==> src/rtl/regfile_mp_pkg.sv <==
// Shared definitions for the multi-port register file: default geometry and
// the dump sequencer state encoding.
package regfile_mp_pkg;

  localparam int unsigned RF_DW  = 32;
  localparam int unsigned RF_AW  = 5;
  localparam int unsigned RF_NRD = 2;

  localparam logic [1:0] StIdle = 2'd0;
  localparam logic [1:0] StRun  = 2'd1;
  localparam logic [1:0] StDone = 2'd2;

endpackage

==> src/rtl/regfile_dump_seq.sv <==
// Dump sequencer: walks every register index once per dump request, then
// pulses done for a single cycle. Requests arriving mid-dump are dropped.
module regfile_dump_seq
  import regfile_mp_pkg::*;
#(
  parameter int unsigned AW = RF_AW
) (
  input  logic          clk,
  input  logic          rst,
  input  logic          dump_req,
  output logic          dump_vld,
  output logic          dump_done,
  output logic [AW-1:0] dump_idx
);

  localparam logic [AW-1:0] LastIdx = '1;

  logic [1:0]    state_q, state_d;
  logic [AW-1:0] idx_q, idx_d;

  // Next-state: the index saturates at the last entry instead of wrapping.
  always_comb begin
    state_d = state_q;
    idx_d   = idx_q;
    case (state_q)
      StIdle: begin
        if (dump_req) begin
          state_d = StRun;
          idx_d   = '0;
        end
      end
      StRun: begin
        if (idx_q == LastIdx) begin
          state_d = StDone;
        end else begin
          idx_d = idx_q + 1'b1;
        end
      end
      StDone: begin
        state_d = StIdle;
        idx_d   = '0;
      end
      default: begin
        state_d = StIdle;
        idx_d   = '0;
      end
    endcase
  end

  // State register; reset aborts any dump in flight without a done pulse.
  always_ff @(posedge clk or negedge rst) begin
    if (!rst) begin
      state_q <= StIdle;
      idx_q   <= '0;
    end else begin
      state_q <= state_d;
      idx_q   <= idx_d;
    end
  end

  // Outputs decoded straight from state so they clear with reset.
  always_comb begin
    dump_vld  = (state_q == StRun);
    dump_done = (state_q == StDone);
    dump_idx  = idx_q;
  end

endmodule

==> src/rtl/regfile_mp.sv <==
// Multi-read-port register file with a pending-write scoreboard and a
// register dump stream. Entry 0 is hard-wired to zero and never busy.
// Optional feature macro: RF_BYPASS_EN (same-cycle write-to-read forwarding).
module regfile_mp
  import regfile_mp_pkg::*;
#(
  parameter int unsigned DW  = RF_DW,
  parameter int unsigned AW  = RF_AW,
  parameter int unsigned NRD = RF_NRD
) (
  input  logic              clk,
  input  logic              rst,
  input  logic              re,
  input  logic [NRD*AW-1:0] ra,
  output logic [NRD*DW-1:0] rd,
  output logic [NRD-1:0]    rbusy,
  input  logic              we,
  input  logic [AW-1:0]     wa,
  input  logic [DW-1:0]     wd,
  input  logic              iss,
  input  logic [AW-1:0]     ia,
  input  logic              dump_req,
  output logic              dump_vld,
  output logic [AW-1:0]     dump_idx,
  output logic [DW-1:0]     dump_data,
  output logic              dump_done
);

  localparam int unsigned Depth = 2 ** AW;

  logic [DW-1:0]    mem_q [Depth];
  logic [Depth-1:0] busy_q, busy_d;
  logic             wr_en;

  assign wr_en = we && (wa != '0);

  // Storage; entry 0 is never written so it stays at its reset value.
  always_ff @(posedge clk or negedge rst) begin
    if (!rst) begin
      for (int i = 0; i < Depth; i++) begin
        mem_q[i] <= '0;
      end
    end else if (wr_en) begin
      mem_q[wa] <= wd;
    end
  end

  // Scoreboard next-state: clear applied first so a same-entry issue wins.
  always_comb begin
    busy_d = busy_q;
    if (wr_en) begin
      busy_d[wa] = 1'b0;
    end
    if (iss && (ia != '0)) begin
      busy_d[ia] = 1'b1;
    end
  end

  // Scoreboard register.
  always_ff @(posedge clk or negedge rst) begin
    if (!rst) begin
      busy_q <= '0;
    end else begin
      busy_q <= busy_d;
    end
  end

  for (genvar k = 0; k < NRD; k++) begin : g_lane
    logic [AW-1:0] ra_k;
    assign ra_k = ra[k*AW +: AW];

    // Read lane k: combinational, zero for entry 0 or when reads are off.
    always_comb begin
      rd[k*DW +: DW] = '0;
      rbusy[k]       = 1'b0;
      if (ra_k != '0) begin
        rbusy[k] = busy_q[ra_k];
        if (re) begin
          rd[k*DW +: DW] = mem_q[ra_k];
        end
`ifdef RF_BYPASS_EN
        if (re && wr_en && (wa == ra_k)) begin
          rd[k*DW +: DW] = wd;
          rbusy[k]       = iss && (ia == ra_k);
        end
`endif
      end
    end
  end

  regfile_dump_seq #(
    .AW (AW)
  ) u_dump_seq (
    .clk       (clk),
    .rst       (rst),
    .dump_req  (dump_req),
    .dump_vld  (dump_vld),
    .dump_done (dump_done),
    .dump_idx  (dump_idx)
  );

  // Dump data reflects the stored value before any write at this edge.
  always_comb begin
    dump_data = '0;
    if (dump_vld && (dump_idx != '0)) begin
      dump_data = mem_q[dump_idx];
    end
  end

endmodule
==> config.mk <==
export PLATFORM = sky130hd
export DESIGN_NAME = regfile_mp
export DESIGN_NICKNAME = d
export VERILOG_FILES = /design/src/rtl/regfile_mp_pkg.sv /design/src/rtl/regfile_dump_seq.sv /design/src/rtl/regfile_mp.sv
export SDC_FILE = /design/constraint.sdc
export NUM_CORES = 2
export LEC_CHECK = 0
export CORE_MARGIN = 3
export CORE_UTILIZATION = 50
export CTS_CLUSTER_DIAMETER = 150
export DETAILED_ROUTE_END_ITERATION = 7
export HOLD_SLACK_MARGIN = 0.12
export PLACE_DENSITY = 0.65
export SLEW_MARGIN = 20
export SYNTH_ARGS = -nofsm -noshare
export SYNTH_HDL_FRONTEND = slang
export SYNTH_SLANG_ARGS = --single-unit
==> constraint.sdc <==
create_clock -name clk -period 2.8 [get_ports clk]
set_input_delay 0.28 -clock clk [delete_from_list [all_inputs] [get_ports clk]]
set_output_delay 0.28 -clock clk [all_outputs]
set_load 0.01 [all_outputs]
==> results.yml <==
hold_path:
  worst_hold_path.num_cells: 2
  min_path_type: "in -> reg"
logic_synthesis:
  seq_area_frac_synth_pct: 40.8
  number_of_synthesized_flops_with_an_enable_pin: 0
  synth_async_sr_flop_share_pct: 100
  synth_top_cell_area_share_pct: 40.8
  synth_warnings: 0
  synthesis.nets: 4522
  synth.cell_area_um2: 65100
  postSynthAreaPerCell_um2: 14.6
  synth_area_leaders: "sky130_fd_sc_hd__dfrtp_1, sky130_fd_sc_hd__mux4_2, sky130_fd_sc_hd__mux2_2"
  cells_after_synthesis: 4461
  post-synth-top-area-cell: "sky130_fd_sc_hd__dfrtp_1"
  postSynthRegisterBits: 1062
  dominantRegCellSynth: "sky130_fd_sc_hd__dfrtp_1"
  synth_cell_types: 61
floorplan:
  area_of_the_die_um2: 134000
  num_ports: 163
  design.core.area_um2: 128000
  chipHeight_um: 367
  starting_density_pct: 50.7
  die_w_um: 367
  row_count: 131
clock_tree:
  cts_inserted_buffers: 115
  clockBufferDepth: 3
  cts.root.buffer_cell: "sky130_fd_sc_hd__clkbuf_16"
  tritoncts: "yes"
  insertion_delay_to_the_later_sink_of_the_worst_skew_pair_ns: 0.76
  clkSlewWorstSetupHoldPaths_ns: 0.06
  number_of_h_tree_levels: 3
  tritoncts_num_sinks: 1062
setup_path:
  critPathCaptureType: "primary output"
  cp_max_fo: 8
  worst-setup-path-type: "reg -> out"
  timing.critical_path.required_ns: 2.52
  stages_on_worst_setup_path: 8
  worstSetupStartpointType: "flip-flop"
  rr_worst_depth: 11
  most_numerous_cell_on_the_critical_path: "sky130_fd_sc_hd__buf_6"
  critical_path_cell_by_cell: "buf_8 -> buf_16 -> buf_6 -> mux4_2 -> a22o_1 -> a211oi_4 -> nor3_4 -> buf_6"
  worstPathArrival_ns: 3.12
  critical-path-slowest-cell: "sky130_fd_sc_hd__mux4_2"
  critPathMaxStageDelay_ns: 0.52
  worst_path_buffer_plus_inverter_count: 4
  cpLargestDelayFamily: "compound AO/OA/AOI/OAI gates"
sta:
  timing.final.max_slew_violations: 0
  achievable-frequency_mhz: 294
  finalClockSkew_ns: 0.0223
  fin_ws_ns: -0.604
  period_minus_slack_ns: 3.40
  finalHoldViolCount: 0
  setup_violation_total_in_the_final_timing_report: 38
  unrepaired_setup_endpoints_after_global_routing: "true"
  period_utilisation_layout_pct: 122
  timing.max_slew.rel_slack_pct: 25.0
  timing_worst_slew_pin_value_ns: 1.12
finish:
  postLayoutCellArea_um2: 81000
  post_route_cells_drive_above_1_share_pct: 61.8
  regArea_um2: 26600
  area.growth.synth_to_final_pct: 24.5
  design.final.nets: 5010
  fin_cells: 6786
  final.fill_count: 9402
  multi_input_comb_area_um2: 38100
  core_occupancy_in_the_finished_layout_pct: 63.1
job:
  max_cap_violations: 0
placement:
  globalplace.congestion: 0.950
  preCtsSetupSlack_ns: -0.913
  placed_cells_incl_taps: 6379
  port_buffers: 162
  dpl_cell_area_um2: 72900
  hpwl_um: 161000
pwr:
  p_per_area_nw_per_um2: 847
  total_leakage_power_nw: 34.5
  worst_ir_drop_vdd_v: 0.000724
status:
  failing_checks: "setup timing"
  status: "complete, but fails checks"
drt:
  routedWlPerCell_um: 37.2
  drt_iter0_markers: 5646
  drt_first_pass_iters: 6
  antenna_violating_nets_post_route: 0
  wirelength_routed_um: 252000
  drcViolationCount: 0
  vias_per_cell: 7.15
  route.vias.total: 48508
global_route:
  initial_antenna_violation_count: 22
  grt-ovfl-total: 0
  maximum_number_of_pins_on_one_net_before_global_route_repair: 136
  grt_pass1_wl_um: 362000
  grt.total_usage_pct: 37.3
  grt_pass1_vias: 49574
-- per-layer routing --
| metal | up-vias | GRT usage (%) | routed length (um) |
|---|---|---|---|
| met2 | 3336 | 55.0 | 111000 |
| met1 | 25507 | 47.8 | 91000 |
| met4 | 16 | 22.5 | 19400 |
| met5 | - | 0 | 121 |
| li1 | 18662 | - | - |
| met3 | 987 | 12.4 | 31200 |
-- flip-flops by register name (all words and copies together), names as in the netlist --
register             count
busy_q                  31
u_dump_seq.dump_idx      5
u_dump_seq.state_q       2
mem_q                 1024
-- placed cells by master, fill, tap and decap left out, types with 14 or more instances in the layout --
cell type                         synthesis  layout
sky130_fd_sc_hd__dfrtp_1               1062    1056
sky130_fd_sc_hd__mux2_2                1047    1040
sky130_fd_sc_hd__mux4_2                 714     715
sky130_fd_sc_hd__buf_4                   33     482
sky130_fd_sc_hd__mux2i_1                277     256
sky130_fd_sc_hd__nand2_1                213     198
sky130_fd_sc_hd__buf_12                   1     181
sky130_fd_sc_hd__clkbuf_16                0     120
sky130_fd_sc_hd__buf_6                   31      67
sky130_fd_sc_hd__clkdlybuf4s50_1          0      50
sky130_fd_sc_hd__a21oi_1                 64      47
sky130_fd_sc_hd__buf_2                  170      47
sky130_fd_sc_hd__a2111oi_4                0      39
sky130_fd_sc_hd__a211oi_2                 0      37
sky130_fd_sc_hd__a22oi_1                 43      34
sky130_fd_sc_hd__and3_4                   0      32
sky130_fd_sc_hd__and2_1                  38      30
sky130_fd_sc_hd__a22o_1                  29      28
sky130_fd_sc_hd__clkbuf_8                 0      28
sky130_fd_sc_hd__buf_8                    1      24
sky130_fd_sc_hd__clkinv_2                 0      21
sky130_fd_sc_hd__buf_16                   0      21
sky130_fd_sc_hd__and3_1                  52      20
sky130_fd_sc_hd__o2111a_2                 0      19
sky130_fd_sc_hd__clkbuf_1               264      19
sky130_fd_sc_hd__mux2i_2                  0      17
sky130_fd_sc_hd__o2111ai_1               32      17
sky130_fd_sc_hd__nor2_1                  26      16
sky130_fd_sc_hd__clkbuf_2                 0      16
sky130_fd_sc_hd__o2111ai_2                0      15
sky130_fd_sc_hd__o221ai_1                20      15
sky130_fd_sc_hd__bufinv_16                0      14
-- timing repair --
action | in CTS | in global routing
cloned | 12 | 3
setup endpoints to repair | 99 | 83
resized for setup | 732 | 175
setup buffers | 162 | 60
pin swaps | 147 | 108
hold buffers | 1 | 0
endpoints found under the hold margin | 983 | 0
-- path summary, 6_finish.rpt --
path,from,end,slack [ns]
worst max-delay path,u_dump_seq.dump_idx[0],dump_data[3],-0.60
worst min-delay path,wd[27],mem_q[923],0.19
worst max register to register,u_dump_seq.dump_idx[0],u_dump_seq.dump_idx[3],0.30
worst min register to register,mem_q[996],mem_q[996],0.42
max in group asynchronous,rst,mem_q[523],1.56
min in group asynchronous,rst,busy_q[12],0.38
-- Yosys cell counts (all sizes together), types with 6 or more instances --
cell type	number
a2111oi	45
a211oi	50
a21oi	64
a221o	13
a221oi	19
a22o	29
a22oi	43
and2	38
and3	52
buf	273
clkbuf	264
dfrtp	1062
inv	16
mux2	1047
mux2i	277
mux4	716
nand2	213
nand2b	10
nand3	9
nor2	26
nor2b	22
nor3	25
o2111a	32
o2111ai	32
o221ai	20
o22ai	11
or2	6
-- power breakdown --
part	leakage (nW)	switching (mW)	internal, mW
Sequential	13.6	3.00	18.3
Combinational	18.9	14.4	16.5
Clock	1.97	6.81	9.66
Total	34.5	24.2	44.5
-- per-stage QoR --
stage / TNS [ns] / total power [mW] / hold slack [ns]
2_1_floorplan: 0 / 35.8 / -0.0156
3_3_place_gp: -22.74 / 46.1 / 0.401
3_5_place_dp: -20.64 / 46.6 / 0.404
4_1_cts: -17.28 / 66.8 / 0.321
5_1_grt: -18.04 / 70.8 / 0.210
6_report: -16.19 / 68.6 / 0.194
-- cells by family (layout without fill, tap and decap cells) --
group | Yosys count | after routing | synth area share, %
multiplexers | 2040 | 2040 | 47.2
flip-flops | 1062 | 1062 | 40.8
buffers and inverters | 554 | 1138 | 4.11
AND/OR/NAND/NOR | 418 | 418 | 3.12
AO/OA/AOI/OAI | 384 | 384 | 4.68
adder cells (fa/ha/maj) | 3 | 3 | 0.0577
other | 0 | 12 | 0
-- worst reg2reg max path, cell delays in order, from the launching register on --
cell and delay [ns]:
sky130_fd_sc_hd__dfrtp_4 0.55, sky130_fd_sc_hd__buf_12 0.18, sky130_fd_sc_hd__buf_6 0.12, sky130_fd_sc_hd__buf_8 0.12, sky130_fd_sc_hd__buf_4 0.14, sky130_fd_sc_hd__ha_1 0.22, sky130_fd_sc_hd__and3_1 0.19, sky130_fd_sc_hd__ha_1 0.23
sky130_fd_sc_hd__nand4b_1 0.22, sky130_fd_sc_hd__a21o_1 0.21, sky130_fd_sc_hd__a21oi_1 0.14, sky130_fd_sc_hd__nor2_1 0.08
-- layout make-up --
| type | count | share of cell area, % |
|---|---|---|
| clock inverter | 49 | 0.805 |
| sequential | 1062 | 32.8 |
| antenna | 12 | 0.0371 |
| tap | 1729 | 2.67 |
| timing repair buffer | 908 | 12.3 |
| inverter | 17 | 0.0849 |
| multi-input combinational | 2845 | 47.1 |
| clock buffer | 164 | 4.18 |
Note: power is estimated with default switching activity, not from simulation.
